[src/rtl/alu_drv_pkg.sv]
// Shared types and constants for the packed ALU command driver.
package alu_drv_pkg;

  typedef enum logic [1:0] {
    ST_IDLE   = 2'd0,
    ST_SETTLE = 2'd1,
    ST_RESP   = 2'd2
  } drv_state_t;

  // Field layout of the packed command / ALU input byte.
  localparam int SEL_MSB = 7;
  localparam int SEL_LSB = 5;
  localparam int A_MSB   = 4;
  localparam int A_LSB   = 2;
  localparam int B_MSB   = 1;
  localparam int B_LSB   = 0;

  localparam int CNT_W = 4;

endpackage

[src/rtl/alu_drv_fifo.sv]
// Synchronous power-of-two FIFO with registered fill level; push is refused when full
// even if a pop happens in the same cycle.
module alu_drv_fifo #(
  parameter int WIDTH = 8,
  parameter int DEPTH = 4
) (
  input  logic                     clk,
  input  logic                     rst,
  input  logic                     push,
  input  logic                     pop,
  input  logic [WIDTH-1:0]         wdata,
  output logic [WIDTH-1:0]         rdata,
  output logic                     full,
  output logic                     empty,
  output logic [$clog2(DEPTH):0]   count
);

  localparam int AW = $clog2(DEPTH);

  logic [WIDTH-1:0] mem_r [DEPTH];
  logic [AW-1:0]    wr_ptr_r;
  logic [AW-1:0]    rd_ptr_r;
  logic [AW:0]      count_r;
  logic             push_ok_s;
  logic             pop_ok_s;

  assign full      = (count_r == (AW+1)'(DEPTH));
  assign empty     = (count_r == (AW+1)'(0));
  assign count     = count_r;
  assign rdata     = mem_r[rd_ptr_r];
  assign push_ok_s = push && !full;
  assign pop_ok_s  = pop && !empty;

  // Pointer and fill-level bookkeeping; pointers wrap naturally at DEPTH.
  always_ff @(posedge clk) begin
    if (rst) begin
      wr_ptr_r <= AW'(0);
      rd_ptr_r <= AW'(0);
      count_r  <= (AW+1)'(0);
    end else begin
      if (push_ok_s) wr_ptr_r <= wr_ptr_r + AW'(1);
      if (pop_ok_s)  rd_ptr_r <= rd_ptr_r + AW'(1);
      case ({push_ok_s, pop_ok_s})
        2'b10:   count_r <= count_r + (AW+1)'(1);
        2'b01:   count_r <= count_r - (AW+1)'(1);
        default: count_r <= count_r;
      endcase
    end
  end

  // Storage array; contents are only observed while the FIFO is non-empty.
  always_ff @(posedge clk) begin
    if (push_ok_s) mem_r[wr_ptr_r] <= wdata;
  end

endmodule

[src/rtl/alu_cmd_driver.sv]
// Queues host command bytes, drives each onto the packed ALU input, waits the settle time,
// and returns the captured result. Define ALU_DRV_OPCNT_EN to add the op_count output.
module alu_cmd_driver
  import alu_drv_pkg::*;
#(
  parameter int SETTLE_CYCLES = 2,
  parameter int FIFO_DEPTH    = 4
) (
  input  logic        clk,
  input  logic        rst,
  input  logic        cmd_valid,
  output logic        cmd_ready,
  input  logic [7:0]  cmd_data,
  output logic [7:0]  alu_in,
  input  logic [7:0]  alu_result,
  output logic        rsp_valid,
  input  logic        rsp_ready,
  output logic [7:0]  rsp_cmd,
  output logic [7:0]  rsp_result,
  output logic        busy
`ifdef ALU_DRV_OPCNT_EN
  ,
  output logic [15:0] op_count
`endif
);

  localparam int CW = $clog2(FIFO_DEPTH) + 1;

  drv_state_t       state_r;
  drv_state_t       next_state_s;
  logic [CNT_W-1:0] settle_cnt_r;
  logic [7:0]       alu_in_r;
  logic [7:0]       rsp_cmd_r;
  logic [7:0]       rsp_result_r;
  logic [7:0]       fifo_head_s;
  logic             fifo_full_s;
  logic             fifo_empty_s;
  logic             fifo_pop_s;
  logic [CW-1:0]    fifo_count_s;

  alu_drv_fifo #(
    .WIDTH (8),
    .DEPTH (FIFO_DEPTH)
  ) u_fifo (
    .clk   (clk),
    .rst   (rst),
    .push  (cmd_valid),
    .pop   (fifo_pop_s),
    .wdata (cmd_data),
    .rdata (fifo_head_s),
    .full  (fifo_full_s),
    .empty (fifo_empty_s),
    .count (fifo_count_s)
  );

  // State register.
  always_ff @(posedge clk) begin
    if (rst) state_r <= ST_IDLE;
    else     state_r <= next_state_s;
  end

  // Next-state logic.
  always_comb begin
    next_state_s = state_r;
    case (state_r)
      ST_IDLE: begin
        if (!fifo_empty_s) next_state_s = ST_SETTLE;
        else               next_state_s = ST_IDLE;
      end
      ST_SETTLE: begin
        if (settle_cnt_r == CNT_W'(1)) next_state_s = ST_RESP;
        else                           next_state_s = ST_SETTLE;
      end
      ST_RESP: begin
        if (rsp_ready) next_state_s = ST_IDLE;
        else           next_state_s = ST_RESP;
      end
      default: next_state_s = ST_IDLE;
    endcase
  end

  // Control outputs decoded from registered state and fill level.
  always_comb begin
    fifo_pop_s = 1'b0;
    rsp_valid  = 1'b0;
    cmd_ready  = !fifo_full_s;
    busy       = (state_r != ST_IDLE) || (|fifo_count_s);
    case (state_r)
      ST_IDLE: fifo_pop_s = !fifo_empty_s;
      ST_RESP: rsp_valid  = 1'b1;
      default: fifo_pop_s = 1'b0;
    endcase
  end

  // Datapath: load on pop, count down the settle window, capture on its last cycle.
  always_ff @(posedge clk) begin
    if (rst) begin
      alu_in_r     <= 8'h00;
      rsp_cmd_r    <= 8'h00;
      rsp_result_r <= 8'h00;
      settle_cnt_r <= CNT_W'(0);
    end else begin
      case (state_r)
        ST_IDLE: begin
          if (!fifo_empty_s) begin
            alu_in_r     <= {fifo_head_s[SEL_MSB:SEL_LSB], fifo_head_s[A_MSB:A_LSB],
                             fifo_head_s[B_MSB:B_LSB]};
            rsp_cmd_r    <= fifo_head_s;
            settle_cnt_r <= CNT_W'(SETTLE_CYCLES);
          end
        end
        ST_SETTLE: begin
          settle_cnt_r <= settle_cnt_r - CNT_W'(1);
          if (settle_cnt_r == CNT_W'(1)) rsp_result_r <= alu_result;
        end
        default: settle_cnt_r <= settle_cnt_r;
      endcase
    end
  end

  assign alu_in     = alu_in_r;
  assign rsp_cmd    = rsp_cmd_r;
  assign rsp_result = rsp_result_r;

`ifdef ALU_DRV_OPCNT_EN
  logic [15:0] op_count_r;

  // Completed-handshake counter, wraps at 16 bits.
  always_ff @(posedge clk) begin
    if (rst)                          op_count_r <= 16'h0000;
    else if (rsp_valid && rsp_ready)  op_count_r <= op_count_r + 16'h0001;
    else                              op_count_r <= op_count_r;
  end

  assign op_count = op_count_r;
`endif

endmodule

[config.mk]
export PLATFORM = sky130hd
export DESIGN_NAME = alu_cmd_driver
export DESIGN_NICKNAME = d
export VERILOG_FILES = /design/src/rtl/alu_drv_pkg.sv /design/src/rtl/alu_drv_fifo.sv /design/src/rtl/alu_cmd_driver.sv
export SDC_FILE = /design/constraint.sdc
export NUM_CORES = 1
export LEC_CHECK = 0
export ABC_CLOCK_PERIOD_IN_PS = 2500
export CORE_ASPECT_RATIO = 0.5
export CORE_UTILIZATION = 51
export DETAILED_ROUTE_END_ITERATION = 6
export PLACE_DENSITY = 0.77
export SETUP_SLACK_MARGIN = 0.5
export SLEW_MARGIN = 20
export SYNTH_ARGS = -nofsm -noshare
export SYNTH_HDL_FRONTEND = slang
export SYNTH_SLANG_ARGS = --single-unit
[constraint.sdc]
create_clock -name clk -period 2.5 [get_ports clk]
set_clock_uncertainty 0.1 [all_clocks]
set_input_delay 0.625 -clock clk [delete_from_list [all_inputs] [get_ports clk]]
set_output_delay 0.625 -clock clk [all_outputs]
set_load 0.02 [all_outputs]
# Yosys cells after proc, flatten, opt, wreduce, memory -nomap -nowiden
# Memories as Yosys holds them, arrays and structs flattened. A register that Yosys moved wholly into a read port is not among the register bits.
# Cells that the tools add are included.
# Widths: inputs -> output; s select.
# classes
n_eq_ne,7
bitwise,1
reduce_logical,14
shift,0
mux,11
magnitude_cmp,0
n_div,0
n_addsub,5
n_mul,0
# op_table
operator,n
$pmux 4 s2,1
$pmux 2 s3,1
$pmux 3 s2,1
$reduce_and 2->1,3
$reduce_bool 2->1,3
$mux 1,5
$add 2x1->2 const B,2
$eq 2x1->1 const B,2
$eq 2x2->1 const B,2
$eq 4x1->1 const B,1
$mux 2,2
$mux 4,1
$sub 4x1->4 const B,1
$add 3x1->3 const B,1
$eq 3x3->1 const B,1
$logic_not 3->1,1
$reduce_or 3->1,1
$sub 3x1->3 const B,1
$logic_and 1x1->1,2
$logic_not 1->1,2
$logic_not 2->1,1
$ne 2x2->1 const B,1
$logic_or 1x1->1,1
$not 1->1,1
# word_totals
input_bits,20
memories,1
regBits,21
out_inout_bits,27
latch_bits,0
mem_bits_ro,0
ramBits,32
# memory_table
name,depth,width,read_ports,rd_ports_with_merged_regs,write_ports,line,source
u_fifo.mem_r,4,8,1,1,1,alu_drv_fifo.sv:20,logic [WIDTH-1:0] mem_r [DEPTH];

# Longest topological paths before layout
# Gate-level depths: netlist (run 1).
# depth
depth_word,6
ltp_mapped,10
ltp_nobuf,9

# Cells and area by module
# From an unflattened synthesis (run 1), not the netlist that was laid out.
# hier_totals
cells_unflattened,216
hier_area_um2,2632.5
# by_module_without_submodules
module,cells_each,n_inst,area_each_um2
alu_drv_fifo,96,1,1635.3
alu_cmd_driver,120,1,997.2

# Least setup slack after synthesis (run 1)
# Ideal clock, no wire load.
# synth_timing
kind,reg2reg
startpoint,"register u_fifo.count_r[0], in the netlist u_fifo.count[0]"
endpoint,"register u_fifo.count_r[2], in the netlist u_fifo.count[2]"
synth_period_minus_slack_ns,2.261
t_arrival_ns,2.090
setup_time_ns,0.070
n_path_buf,1
path_stages_with_launch,10
slack_ns,0.239
t_required_ns,2.330
cell_sequence,dfxtp_1 -> or3b_1 -> buf_2 -> nand2_1 -> ha_1 -> inv_1 -> fa_1 -> xor2_1 -> or3_1 -> a21oi_1
# synth_between
elab_cells_between_ends,13
# synth_rtl
item,line,source
start: declaration,alu_drv_fifo.sv:23,logic [AW:0] count_r;
start signal: assignment,alu_drv_fifo.sv:39,count_r <= (AW+1)'(0);
start signal: assignment,alu_drv_fifo.sv:44,2'b10: count_r <= count_r + (AW+1)'(1);
start signal: assignment,alu_drv_fifo.sv:45,2'b01: count_r <= count_r - (AW+1)'(1);
$eq 3x3->1 *,alu_drv_fifo.sv:27,assign full = (count_r == (AW+1)'(DEPTH));
$logic_not 1->1 *,--,
net cmd_ready,alu_cmd_driver.sv:12,"output logic cmd_ready,"
$logic_and 1x1->1 *,alu_drv_fifo.sv:31,assign push_ok_s = push && !full;
$eq 2x1->1 / $eq 2x2->1 (equally long branches),alu_drv_fifo.sv:43,"case ({push_ok_s, pop_ok_s})"
$pmux 3 s2 / $reduce_bool 2->1 (equally long branches),--,
# Mark *: on every way through the listed nets, which the timed path passes. The rest lies on a longest branch.
# A chain may end at the register's enable or synchronous reset.

# Worst setup path in the final report (run 1)
# layout_timing
startpoint,"register u_fifo.count_r[1], in the netlist u_fifo.count[1]"
endpoint,output port cmd_ready
# layout_between
elab_chain_cells,2
# layout_rtl
item,line,source
$eq 3x3->1,alu_drv_fifo.sv:27,
$logic_not 1->1,alu_cmd_driver.sv:86,cmd_ready = !fifo_full_s;
end: declaration,alu_cmd_driver.sv:12,
# No other way between the ends.

==> reports/qor.csv, run 1 <==
metric;value;unit
fin_util;70.2;%
grt_first_pass_wirelength;8.05;mm
cp_max_fo;5;
rows;17;
ant_nets;0;
synth_edf_count;32;
clk_path_buf_depth;2;
vias;1771;
rsz0062_at_grt;true;
setup_viol;0;
maxCapViolations;0;
fmax;471;MHz
peakVddDrop;429;uV
antenna_found_initial;0;
yosysMostFrequentCell;edfxtp_1;
finalMaxSlewViolations;0;
synth_area;2560;um2
drive_gt1_share;19.7;%
drt-initial-drc-count;129;
worst_pin_slew;0.670;ns
cts.reportedPaths.clkPinSlew;0.07;ns
synth_top_cell_by_area;edfxtp_1;
initial_core_util;55.5;%
synth_top_area_share;37.5;%
grt_start_max_net_pins;15;
power.internal;2.14;mW
cp.required;1.77;ns
arrival;1.40;ns
synthesis.yosys.warnings;0;
route.detailed.drc;0;
power.density;1050;nW/um2
wl_per_cell;15.4;um
synth_nets;239;
critical_path_class;reg2out;
max_slew_margin;55.3;%
pwr-share-comb;37.7;%
ys_seq_area_share;60.2;%
syn_avg_cell_area;12.1;um2
switching_power;1.26;mW
yosys-top-cells-area;edfxtp_1 38%, dfxtp_1 23%, mux4_2 7.0%, a21oi_1 4.7%, nand3_1 3.5%;
grt_overflow;0;
yosys-top-cells-count;32 x edfxtp_1, 29 x dfxtp_1, 24 x a21oi_1, 18 x nand3_1, 18 x o21ai_0;
cts.sinks;61;
fp.coreArea;4620;um2
layout-area-overhead-vs-synth;26.5;%
p_leak;1.25;nW
cp-start-kind;register;
outcome;finished, final reports clean;
synth_flop_cell;edfxtp_1;
chipWidth;102;um
hold_class;reg2reg;
root_buffer;clkbuf_8;
clockPowerShare;21.8;%
async_flop_share;0;%
fin_crit;2.12;ns
num-fill-cells;358;
synth-seq-cells;61;
ys_types;36;
drt_wl_total;5.08;mm
cts_tree;done;
hpwl;3.42;mm
clk-insertion-delay-late;0.34;ns
io_buffers;46;
syn_inst;211;
first_pass_iters;4;
vias_per_cell;5.37;
io_pins;47;
swShare;37.0;%
cts-buffers-inserted;9;
h-tree-depth;3;
power_frac_seq;40.6;%
antennaDiodeCount;0;
nets;287;
gp_congestion;0.672;
setup_tns;0;ns
die_h;52.1;um
dieArea;5330;um2
hold_viol_final;0;
grt_pass1_vias;1664;
grt_usage;21.6;%
critPathCaptureType;output pin;
min_period_over_period;84.9;%
## critical path, cell delays in order (launching register included)
cell and delay [ns]:
dfxtp_2 0.34, or3b_4 0.42, buf_4 0.15, buf_4 0.15
## what timing repair did
item / in CTS / in global routing
setup endpoints to repair: 29 / 5
hold buffers: 0 / 0
pin swaps: 1 / 1
buffers inserted: 2 / 3
resized for setup: 29 / 7
cloned: 0 / 0
## path summary, 6_finish.rpt
check,endpoint,startpoint,slack (ns),cells past startpoint
min reg2reg,rsp_result[5],rsp_result[5],0.37,2
max,cmd_ready,u_fifo.count[1],0.38,3
min,rsp_result[5],rsp_result[5],0.37,2
max reg2reg,u_fifo.count[2],u_fifo.count[1],0.40,8
## registers in the layout (all words and copies together), names as in the netlist
signal,count
state_r,2
u_fifo.count,3
u_fifo.rd_ptr_r,2
rsp_cmd,8
rsp_result,8
u_fifo.mem_r,32
settle_cnt_r,4
u_fifo.wr_ptr_r,2
## layout by cell type (no fill, tap or decap), types with 2 or more instances in the layout
cell,instances
a211oi_1,2
a21o_1,2
a21oi_1,24
and3_1,4
buf_4,14
clkbuf_8,9
clkdlybuf4s50_1,19
clkinvlp_4,3
dfxtp_1,26
dfxtp_2,3
dlygate4sd2_1,25
edfxtp_1,32
ha_1,6
inv_1,9
mux4_2,8
nand2_1,2
nand3_1,18
nor2_1,6
nor2b_1,2
nor3_1,2
o21a_1,2
o21ai_0,18
or3_1,4
xor2_1,2
## per-layer routing
layer	routed length, um	track usage (%)
met5	0	0
met4	89	10.0
met3	327	7.39
met2	2500	37.6
met1	2160	24.3
## stage by stage
stage | instance area (um2) | setup slack (ns) | std cells | hold WS (ns) | power (mW)
floorplan | 2590 | 0.359 | 211 | 0.369 | 2.30
global placement | 3070 | 0.0829 | 309 | 0.360 | 2.67
detailed placement | 3070 | 0.0406 | 309 | 0.366 | 2.72
CTS | 3220 | 0.304 | 327 | 0.373 | 3.40
global route | 3240 | 0.305 | 330 | 0.389 | 3.60
finish | 3240 | 0.378 | 330 | 0.371 | 3.40
## cell type report
type | count | area, um2 | area share, %
flip-flops and latches | 61 | 1550 | 47.7
multi-input cells | 118 | 890 | 27.4
repair buffers | 59 | 519 | 16.0
clock buffers | 10 | 128 | 3.94
well taps | 66 | 82.6 | 2.55
clock inverters | 6 | 40.0 | 1.24
inverters | 10 | 37.5 | 1.16
## cell families (layout without fill, tap and decap cells)
family	count (synthesis)	in the layout	synth area share (%)
DFF	61	61	60.2
AOI/OAI and AO/OA	54	54	12.0
and+or+nand+nor	46	46	9.72
buffers and inverters	32	85	6.20
adders and majority gates	8	8	4.20
muxes	8	8	7.03
xor gates and xnor gates	2	2	0.684
## power groups by stage
stage | logic, mW | registers, mW | clock network, mW
finish | 1.28 | 1.38 | 0.740
global route | 1.39 | 1.41 | 0.801
CTS | 1.26 | 1.38 | 0.761
detailed placement | 1.31 | 1.40 | 0
global placement | 1.28 | 1.39 | 0
floorplan | 0.902 | 1.40 | 0
No activity file was read; power rests on OpenSTA's default activity.
==> run 2, diff against run 1 <==
Settings changed: ABC_CLOCK_PERIOD_IN_PS 2500 to 2000.
Clock period 2.5 ns to 2 ns, I/O delays scaled along.
==> reports/qor.csv, run 2 (synthesized netlist as in run 1, its figures left out) <==
metric;value;unit;change
rows;17;;unchanged
critical_path_class;reg2reg;;
power.internal;3.07;mW;+43%
worst_pin_slew;0.465;ns;-0.205 ns
nets;300;;+4.5%
largest_reg_flops;32;;unchanged
antennaDiodeCount;0;;unchanged
min_period_over_period;105;%;
rsz0062_at_grt;true;;
final_cells;343;;+3.9%
maxCapViolations;0;;unchanged
vias;1845;;+4.2%
dieArea;5330;um2;unchanged
grt_usage;22.0;%;+0.43 points
hold_viol_final;0;;unchanged
dp_cells;316;;+2.3%
cp_max_fo;2;;-3
finalMaxSlewViolations;0;;unchanged
drive_gt1_share;43.7;%;+24 points
setup_tns;-0.209;ns;-0.209 ns
chipWidth;102;um;unchanged
final_cell_mix;32 x edfxtp_1, 23 x buf_2, 21 x a21oi_1, 21 x dfxtp_1, 18 x clkdlybuf4s50_1;;
critPathCaptureType;register;;
cp.required;2.17;ns;+0.40 ns
layout_commonest_cell;edfxtp_1;;
holdWs;0.363;ns;-0.00811 ns
pwr-share-comb;45.2;%;+7.5 points
grt_first_pass_wirelength;8.21;mm;+2.0%
cts_tree;done;;
layout-area-overhead-vs-synth;35.9;%;
die_h;52.1;um;unchanged
fin_util;75.4;%;+5.2 points
max_slew_margin;69.0;%;+14 points
vias_per_cell;5.38;;+0.23%
power.density;1410;nW/um2;+35%
top_register;u_fifo.mem_r;;
hpwl;3.43;mm;+0.27%
wl_per_cell;16.5;um;+7.5%
violations;negative setup slack;;
route.detailed.drc;0;;unchanged
ant_nets;0;;unchanged
gp_congestion;0.748;;+11%
hold_class;reg2reg;;
arrival;2.27;ns;+0.87 ns
cts.sinks;61;;unchanged
fin_crit;2.10;ns;
num-fill-cells;302;;-16%
swShare;37.6;%;+0.60 points
grt_overflow;0;;unchanged
h-tree-depth;3;;unchanged
antenna_found_initial;0;;unchanged
initial_core_util;55.5;%;unchanged
fin_ws;-0.0991;ns;-0.478 ns
fp.coreArea;4620;um2;unchanged
cts-buffers-inserted;9;;unchanged
fmax;476;MHz;
io_buffers;46;;unchanged
cts.reportedPaths.clkPinSlew;0.07;ns;about the same
root_buffer;clkbuf_8;;
drt_wl_total;5.67;mm;+12%
first_pass_iters;4;;unchanged
outcome;finished with violations;;
clk-insertion-delay-late;0.34;ns;about the same
peakVddDrop;590;uV;+38%
grt_start_max_net_pins;15;;unchanged
p_leak;1.30;nW;+4.1%
switching_power;1.85;mW;+47%
grt_pass1_vias;1755;;+5.5%
io_pins;47;;unchanged
clk_path_buf_depth;2;;unchanged
clockPowerShare;19.5;%;-2.3 points
setup_viol;3;;+3
power_frac_seq;35.4;%;-5.2 points
cp-start-kind;register;;
cts_hold_buf;0;;unchanged
drt-initial-drc-count;72;;-44%
## run 2: changes by cell type in the layout (fill, tap and decap cells not counted), moves of 5 or more
cell           previous run  this run
o21ai_0                  18        10
buf_2                     0        23
dfxtp_1                  26        21
dlygate4sd2_1            25         1
buf_6                     0        11
nand3_1                  18        12
nand3_2                   0         6
## run 2: area by class of cell
cell class	instances	area [um2]	share of cell area, %
Inverter	10	40.0	1.15
Timing Repair Buffer	71	583	16.7
Clock inverter	6	47.5	1.37
Clock buffer	10	128	3.67
Tap cell	66	82.6	2.37
Sequential cell	61	1550	44.6
Multi-Input combinational cell	119	1050	30.1
## run 2: worst paths after layout
| check | start | to | slack [ns] | cells after the start |
|---|---|---|---|---|
| setup / recovery | u_fifo.count[1] | u_fifo.count[2] | -0.1 | 8 |
| hold / removal | rsp_result[0] | rsp_result[0] | 0.36 | 2 |
| setup reg to reg | u_fifo.count[1] | u_fifo.count[2] | -0.1 | 8 |
| hold reg to reg | rsp_result[0] | rsp_result[0] | 0.36 | 2 |
## run 2: power groups by stage
stage	logic [mW]	registers, mW	clock network [mW]
after floorplan	1.18	1.75	0
after global placement	1.71	1.71	0
after detailed placement	1.76	1.73	0
after CTS	1.74	1.71	0.983
after global routing	2.39	1.77	1.04
final	2.22	1.74	0.958
## run 2: worst max-delay path, stage by stage (launching register included)
cell and delay [ns]:
dfxtp_2 0.33, or3b_4 0.42, nand2_4 0.07, ha_4 0.13, inv_2 0.03, fa_2 0.34, xor2_2 0.15, or3_1 0.31
a21oi_1 0.14
## run 2: what timing repair did
| item | CTS | global route |
|---|---|---|
| cloned | 0 | 1 |
| resized for setup | 126 | 43 |
| endpoints found under the setup margin | 83 | 55 |
| pin swaps | 3 | 15 |
| buffers inserted | 1 | 9 |
## run 2: stage by stage
stage	worst slack [ns]	power (mW)	area (um2)
global placement	-0.281	3.42	3130
detailed placement	-0.310	3.49	3130
CTS	-0.0794	4.43	3240
global route	-0.142	5.19	3480
finish	-0.0991	4.92	3480
floorplan	-0.140	2.93	2620
## run 2: routing by layer
layer	vias to the layer above	GRT usage, %	part of all wire, %
met5	-	0	0
met4	0	11.0	1.2
met3	7	7.12	5.2
met2	54	36.8	52
met1	887	26.0	42
li1	897	-	-
==> edit 1: new RTL, settings of run 1 <==
The parameter `FIFO_DEPTH` goes from 4 to 8.
--- a/src/rtl/alu_cmd_driver.sv
+++ b/src/rtl/alu_cmd_driver.sv
@@ -4,7 +4,7 @@
   import alu_drv_pkg::*;
 #(
   parameter int SETTLE_CYCLES = 2,
-  parameter int FIFO_DEPTH    = 4
+  parameter int FIFO_DEPTH    = 8
 ) (
   input  logic        clk,
   input  logic        rst,
Behaviour: not the same (Yosys sat finds a counterexample within 10 cycles, from zero or initial values and one cycle with rst high).
==> edit 1 against run 1 <==
Wire length grew 49%. First-iteration DRC count grew 39%. Cell count up 33%. Critical path depth is 6 higher. Maximum frequency down 8.4%. Register-to-register slack got worse by 0.22 ns. Setup slack got worse by 0.20 ns. Combinational power grew 76%. Synthesized cell count is 24% higher. Design area grew 54%. Core utilization down 3.2 points. Power is 63% higher. Area after synthesis rose by 56%. Sequential cell count grew 35. Critical endpoint is now u_fifo.count[2]. Largest power group is now combinational logic.
==> edit 1: results (changes against run 1) <==
<table>
<tr><th>Metric</th><th>Value</th></tr>
<tr><th colspan="2">Status</th></tr>
<tr><td>Result of the run</td><td>completed</td></tr>
<tr><th colspan="2">Setup path</th></tr>
<tr><td>Worst path slowest cell</td><td>or4b_4</td></tr>
<tr><td>Peak per-stage delay on the critical path</td><td>0.58 ns (+0.16 ns)</td></tr>
<tr><td>Slack of the worst reg-to-reg path</td><td>0.18 ns (-0.22 ns)</td></tr>
<tr><td>Launching instance or port of the critical path</td><td>u_fifo.count[0]</td></tr>
<tr><td>Crit path capture</td><td>u_fifo.count[2]</td></tr>
<tr><th colspan="2">Global routing</th></tr>
<tr><td>Aggregate global-route resource usage</td><td>0.207 (-0.00920)</td></tr>
<tr><td>Via count of the first global-routing pass</td><td>2361 (+42%)</td></tr>
<tr><td>Wire length of the first global-routing pass</td><td>12000 um (+49%)</td></tr>
<tr><td>Pin count of the biggest net entering global routing</td><td>28 (+13)</td></tr>
<tr><th colspan="2">Cells and area</th></tr>
<tr><td>Ratio of cells with drive above 1 in the final layout</td><td>0.247 (+0.0500)</td></tr>
<tr><td>Count of nets after finishing</td><td>354 (+23%)</td></tr>
<tr><td>Flip-flop count of the largest register, all copies and words added</td><td>64 (+100%)</td></tr>
<tr><td>Count of fill cells added during filler insertion</td><td>526 (+47%)</td></tr>
<tr><th colspan="2">Logic synthesis</th></tr>
<tr><td>Most area-consuming cells after synthesis</td><td>edfxtp_1 (48%), dfxtp_1 (16%), mux4_2 (5.6%)</td></tr>
<tr><td>Leading post-synthesis cells by instance count</td><td>edfxtp_1 (64), dfxtp_1 (32), nor2_1 (30), nor3_1 (14)</td></tr>
<tr><td>Count of flip-flops with a built-in enable after synthesis</td><td>64 (+100%)</td></tr>
<tr><td>Post-synthesis net count</td><td>289 (+21%)</td></tr>
<tr><td>Number of distinct library cells after synthesis</td><td>43 (+19%)</td></tr>
<tr><th colspan="2">Detailed routing</th></tr>
<tr><td>Vias</td><td>2348 (+33%)</td></tr>
<tr><td>Number of design-rule violations left by the first detailed-router iteration</td><td>179 (+39%)</td></tr>
<tr><th colspan="2">Place</th></tr>
<tr><td>Detailed-placement wirelength estimate</td><td>5020 um (+47%)</td></tr>
<tr><td>Placed cell areas</td><td>4620 um^2 (+51%)</td></tr>
<tr><td>Post-Place Setup Slack</td><td>-0.191 ns (-0.232 ns)</td></tr>
<tr><th colspan="2">Timing</th></tr>
<tr><td>Peak clock frequency supported by timing</td><td>432 MHz (-8.4%)</td></tr>
<tr><td>Slew at the pin closest to its max-slew limit</td><td>0.562 ns (-0.107 ns)</td></tr>
<tr><th colspan="2">Power and ir drop</th></tr>
<tr><td>Leakage power summed over all cells</td><td>1.95 nW (+56%)</td></tr>
<tr><td>Worst VDD drop</td><td>642 uV (+50%)</td></tr>
</table>
## edit 1: cell count changes after synthesis, sizes merged, moves of 7 or more
cell and change:
edfxtp +32, nor2 +23, a21oi -16, o21ai -16
nor3 +14, nand3 -11, mux2i +10, mux4 +8
o22ai +8, inv -7
## edit 1: stage by stage
step	hold WS (ns)	instances	TNS, ns
6_report	0.389	440	0
5_1_grt	0.418	440	0
4_1_cts	0.397	437	0
3_5_place_dp	0.385	417	-0.262
3_3_place_gp	0.375	417	-0.141
2_1_floorplan	0.375	262	0
## edit 1: how the worst min path moves through the flow
| stage | startpoint | end | cells after the start |
|---|---|---|---|
| global placement | rsp_result[2] | rsp_result[2] | 2 |
| CTS | rsp_result[1] | rsp_result[1] | 2 |
| floorplan | settle_cnt_r[1] | settle_cnt_r[1] | 1 |
| detailed placement | rsp_result[1] | rsp_result[1] | 2 |
| global route | rsp_result[1] | rsp_result[1] | 2 |
| finish | rsp_result[1] | rsp_result[1] | 2 |
## edit 1: worst min-delay path, cell delays in order (launching register included)
cell	delay, ns
dfxtp_1	0.32
mux2i_1	0.07
nor2_1	0.07
## edit 1: power groups by stage
stage	clock (mW)	combinational, mW	sequential [mW]
finish	1.26	2.25	2.05
detailed placement	0	2.15	2.08
floorplan	0	1.44	2.17
global route	1.36	2.42	2.07
CTS	1.29	2.20	2.05
global placement	0	2.07	2.06
## edit 1: cell type report
cell class,instances,area share
well taps,108,0.0270
clock buffers,12,0.0493
inverters,3,0.00225
flip-flops and latches,96,0.513
repair buffers,76,0.138
clock inverters,4,0.00601
multi-input cells,141,0.264
## edit 1: logic make-up (layout without fill, tap and decap cells)
| family | count (synthesis) | after routing | synth area share |
|---|---|---|---|
| AO/OA/AOI/OAI | 22 | 22 | 0.0347 |
| buffers and inverters | 25 | 95 | 0.0493 |
| AND/OR/NAND/NOR | 77 | 77 | 0.112 |
| flip-flops | 96 | 96 | 0.639 |
| multiplexers | 27 | 27 | 0.123 |
| XOR/XNOR | 8 | 8 | 0.0194 |
| adder cells (fa/ha/maj) | 7 | 7 | 0.0219 |
## edit 1: per-layer routing
| metal | track usage | vias to the layer above | share of wire |
|---|---|---|---|
| li1 | - | 1111 | - |
| met1 | 0.234 | 1156 | 0.42 |
| met2 | 0.362 | 71 | 0.50 |
| met3 | 0.0743 | 10 | 0.058 |
| met4 | 0.0818 | 0 | 0.015 |
| met5 | 0 | - | 0 |
## edit 1: what timing repair did
action,in CTS,in global routing
gates resized for setup,38,15
pin swaps,4,7
buffers inserted,4,3
setup endpoints to repair,28,25
==> edit 2: new RTL, flow settings as in run 1 <==
Without the edit above. The 3 states of `drv_state_t` get a one-hot encoding in 3 bits.
--- a/src/rtl/alu_drv_pkg.sv
+++ b/src/rtl/alu_drv_pkg.sv
@@ -1,10 +1,10 @@
 // Shared types and constants for the packed ALU command driver.
 package alu_drv_pkg;
 
-  typedef enum logic [1:0] {
-    ST_IDLE   = 2'd0,
-    ST_SETTLE = 2'd1,
-    ST_RESP   = 2'd2
+  typedef enum logic [2:0] {
+    ST_IDLE   = 3'b001,
+    ST_SETTLE = 3'b010,
+    ST_RESP   = 3'b100
   } drv_state_t;
 
   // Field layout of the packed command / ALU input byte.
Formal check against the unedited RTL: no difference found for any inputs over 10 cycles, from zero or initial values and one cycle with rst high; not proved beyond that.
==> edit 2 against run 1 <==
Sequential cell count is 1 higher. Design area is 3.0% higher. Power is 6.4% higher. Critical path type is now input pin to flip-flop. Critical endpoint is now u_fifo.count[2]. Synthesized cell count is 0.95% higher. Sequential power is 3% higher. Area after synthesis is 2.6% higher. Wire length hardly changed. Combinational power is 5% higher. Setup slack hardly changed.
==> edit 2: results (changes against run 1) <==
<table>
<tr><th>Metric</th><th>Value</th></tr>
<tr><th colspan="2">Status</th></tr>
<tr><td>Result of the run</td><td>completed</td></tr>
<tr><th colspan="2">Cells and area</th></tr>
<tr><td>Count of nets after finishing</td><td>286 (-0.35%)</td></tr>
<tr><td>Finished Cell Area</td><td>3340 um^2 (+3.0%)</td></tr>
<tr><td>Data buffer area share</td><td>0.152 (-0.00811)</td></tr>
<tr><td>Non-Clock Buffer Count</td><td>57 (-3.4%)</td></tr>
<tr><td>Count of fill cells added during filler insertion</td><td>391 (+9.2%)</td></tr>
<tr><td>Share of the core filled with cells</td><td>0.677 (-0.0250)</td></tr>
<tr><th colspan="2">Setup path</th></tr>
<tr><td>FF-to-FF Start</td><td>u_fifo.count[0]</td></tr>
<tr><td>Slack of the worst reg-to-reg path</td><td>0.38 ns (-0.02 ns)</td></tr>
<tr><td>Launching instance or port of the critical path</td><td>cmd_valid</td></tr>
<tr><td>Crit path capture</td><td>u_fifo.count[2]</td></tr>
<tr><td>Largest fanout on the critical path</td><td>2 (-3)</td></tr>
<tr><td>Arrival time of data at the critical path endpoint</td><td>2.29 ns (+0.89 ns)</td></tr>
<tr><th colspan="2">Timing</th></tr>
<tr><td>Hold slack final</td><td>0.375 ns (+0.00382 ns)</td></tr>
<tr><th colspan="2">Logic synthesis</th></tr>
<tr><td>Leading post-synthesis cells by instance count</td><td>edfxtp_1 (32), dfxtp_1 (30), a21oi_1 (21), nand3_1 (19), o21ai_0 (19)</td></tr>
<tr><td>Number of distinct library cells after synthesis</td><td>39 (+8.3%)</td></tr>
<tr><td>Most area-consuming cells after synthesis</td><td>edfxtp_1 (37%), dfxtp_1 (23%), mux4_2 (6.9%)</td></tr>
<tr><td>Cell count after synthesis</td><td>213 (+0.95%)</td></tr>
<tr><th colspan="2">Global routing</th></tr>
<tr><td>Wire length of the first global-routing pass</td><td>8080 um (+0.34%)</td></tr>
<tr><td>Via count of the first global-routing pass</td><td>1678 (+0.84%)</td></tr>
<tr><th colspan="2">Detailed routing</th></tr>
<tr><td>Number of design-rule violations left by the first detailed-router iteration</td><td>95 (-26%)</td></tr>
<tr><td>Vias</td><td>1820 (+2.8%)</td></tr>
<tr><td>Per-cell routed wire length</td><td>15.2 um (-0.94%)</td></tr>
<tr><th colspan="2">Hold path</th></tr>
<tr><td>Destination of the worst hold path</td><td>rsp_result[7]</td></tr>
<tr><th colspan="2">Clocking</th></tr>
<tr><td>Buffers inserted during post-CTS setup optimization</td><td>3 (+1)</td></tr>
<tr><td>Count of clock tree sinks</td><td>62 (+1.6%)</td></tr>
<tr><th colspan="2">Place</th></tr>
<tr><td>Detailed-placement wirelength estimate</td><td>3490 um (+2.0%)</td></tr>
</table>
edit 2: power by group through the flow:
stage               Clock [mW]  Combinational, mW  Sequential [mW]
finish                   0.843               1.35             1.42
global route             0.900               1.48             1.46
CTS                      0.863               1.36             1.41
detailed placement           0               1.38             1.43
global placement             0               1.35             1.42
floorplan                    0              0.995             1.41
edit 2: kinds of logic after synthesis:
logic type | Yosys count | share of synthesized area
DFF | 62 | 0.594
xor gates and xnor gates | 3 | 0.0100
buffers and inverters | 31 | 0.0628
muxes | 9 | 0.0723
adders and majority gates | 8 | 0.0409
AOI/OAI and AO/OA | 51 | 0.111
and+or+nand+nor | 49 | 0.109
edit 2: layer usage:
metal	wire [um]	part of all wire	global-route usage
met4	0	0	0.0604
met1	2160	0.43	0.236
met5	0	0	0
met3	306	0.060	0.0857
met2	2610	0.51	0.353
edit 2: critical path, cell delays in order:
cell and delay [ns]:
clkdlybuf4s50_1 0.48, nand2_1 0.09, ha_4 0.18, fa_2 0.33, xnor2_1 0.13, or3_1 0.32, a21oi_2 0.13
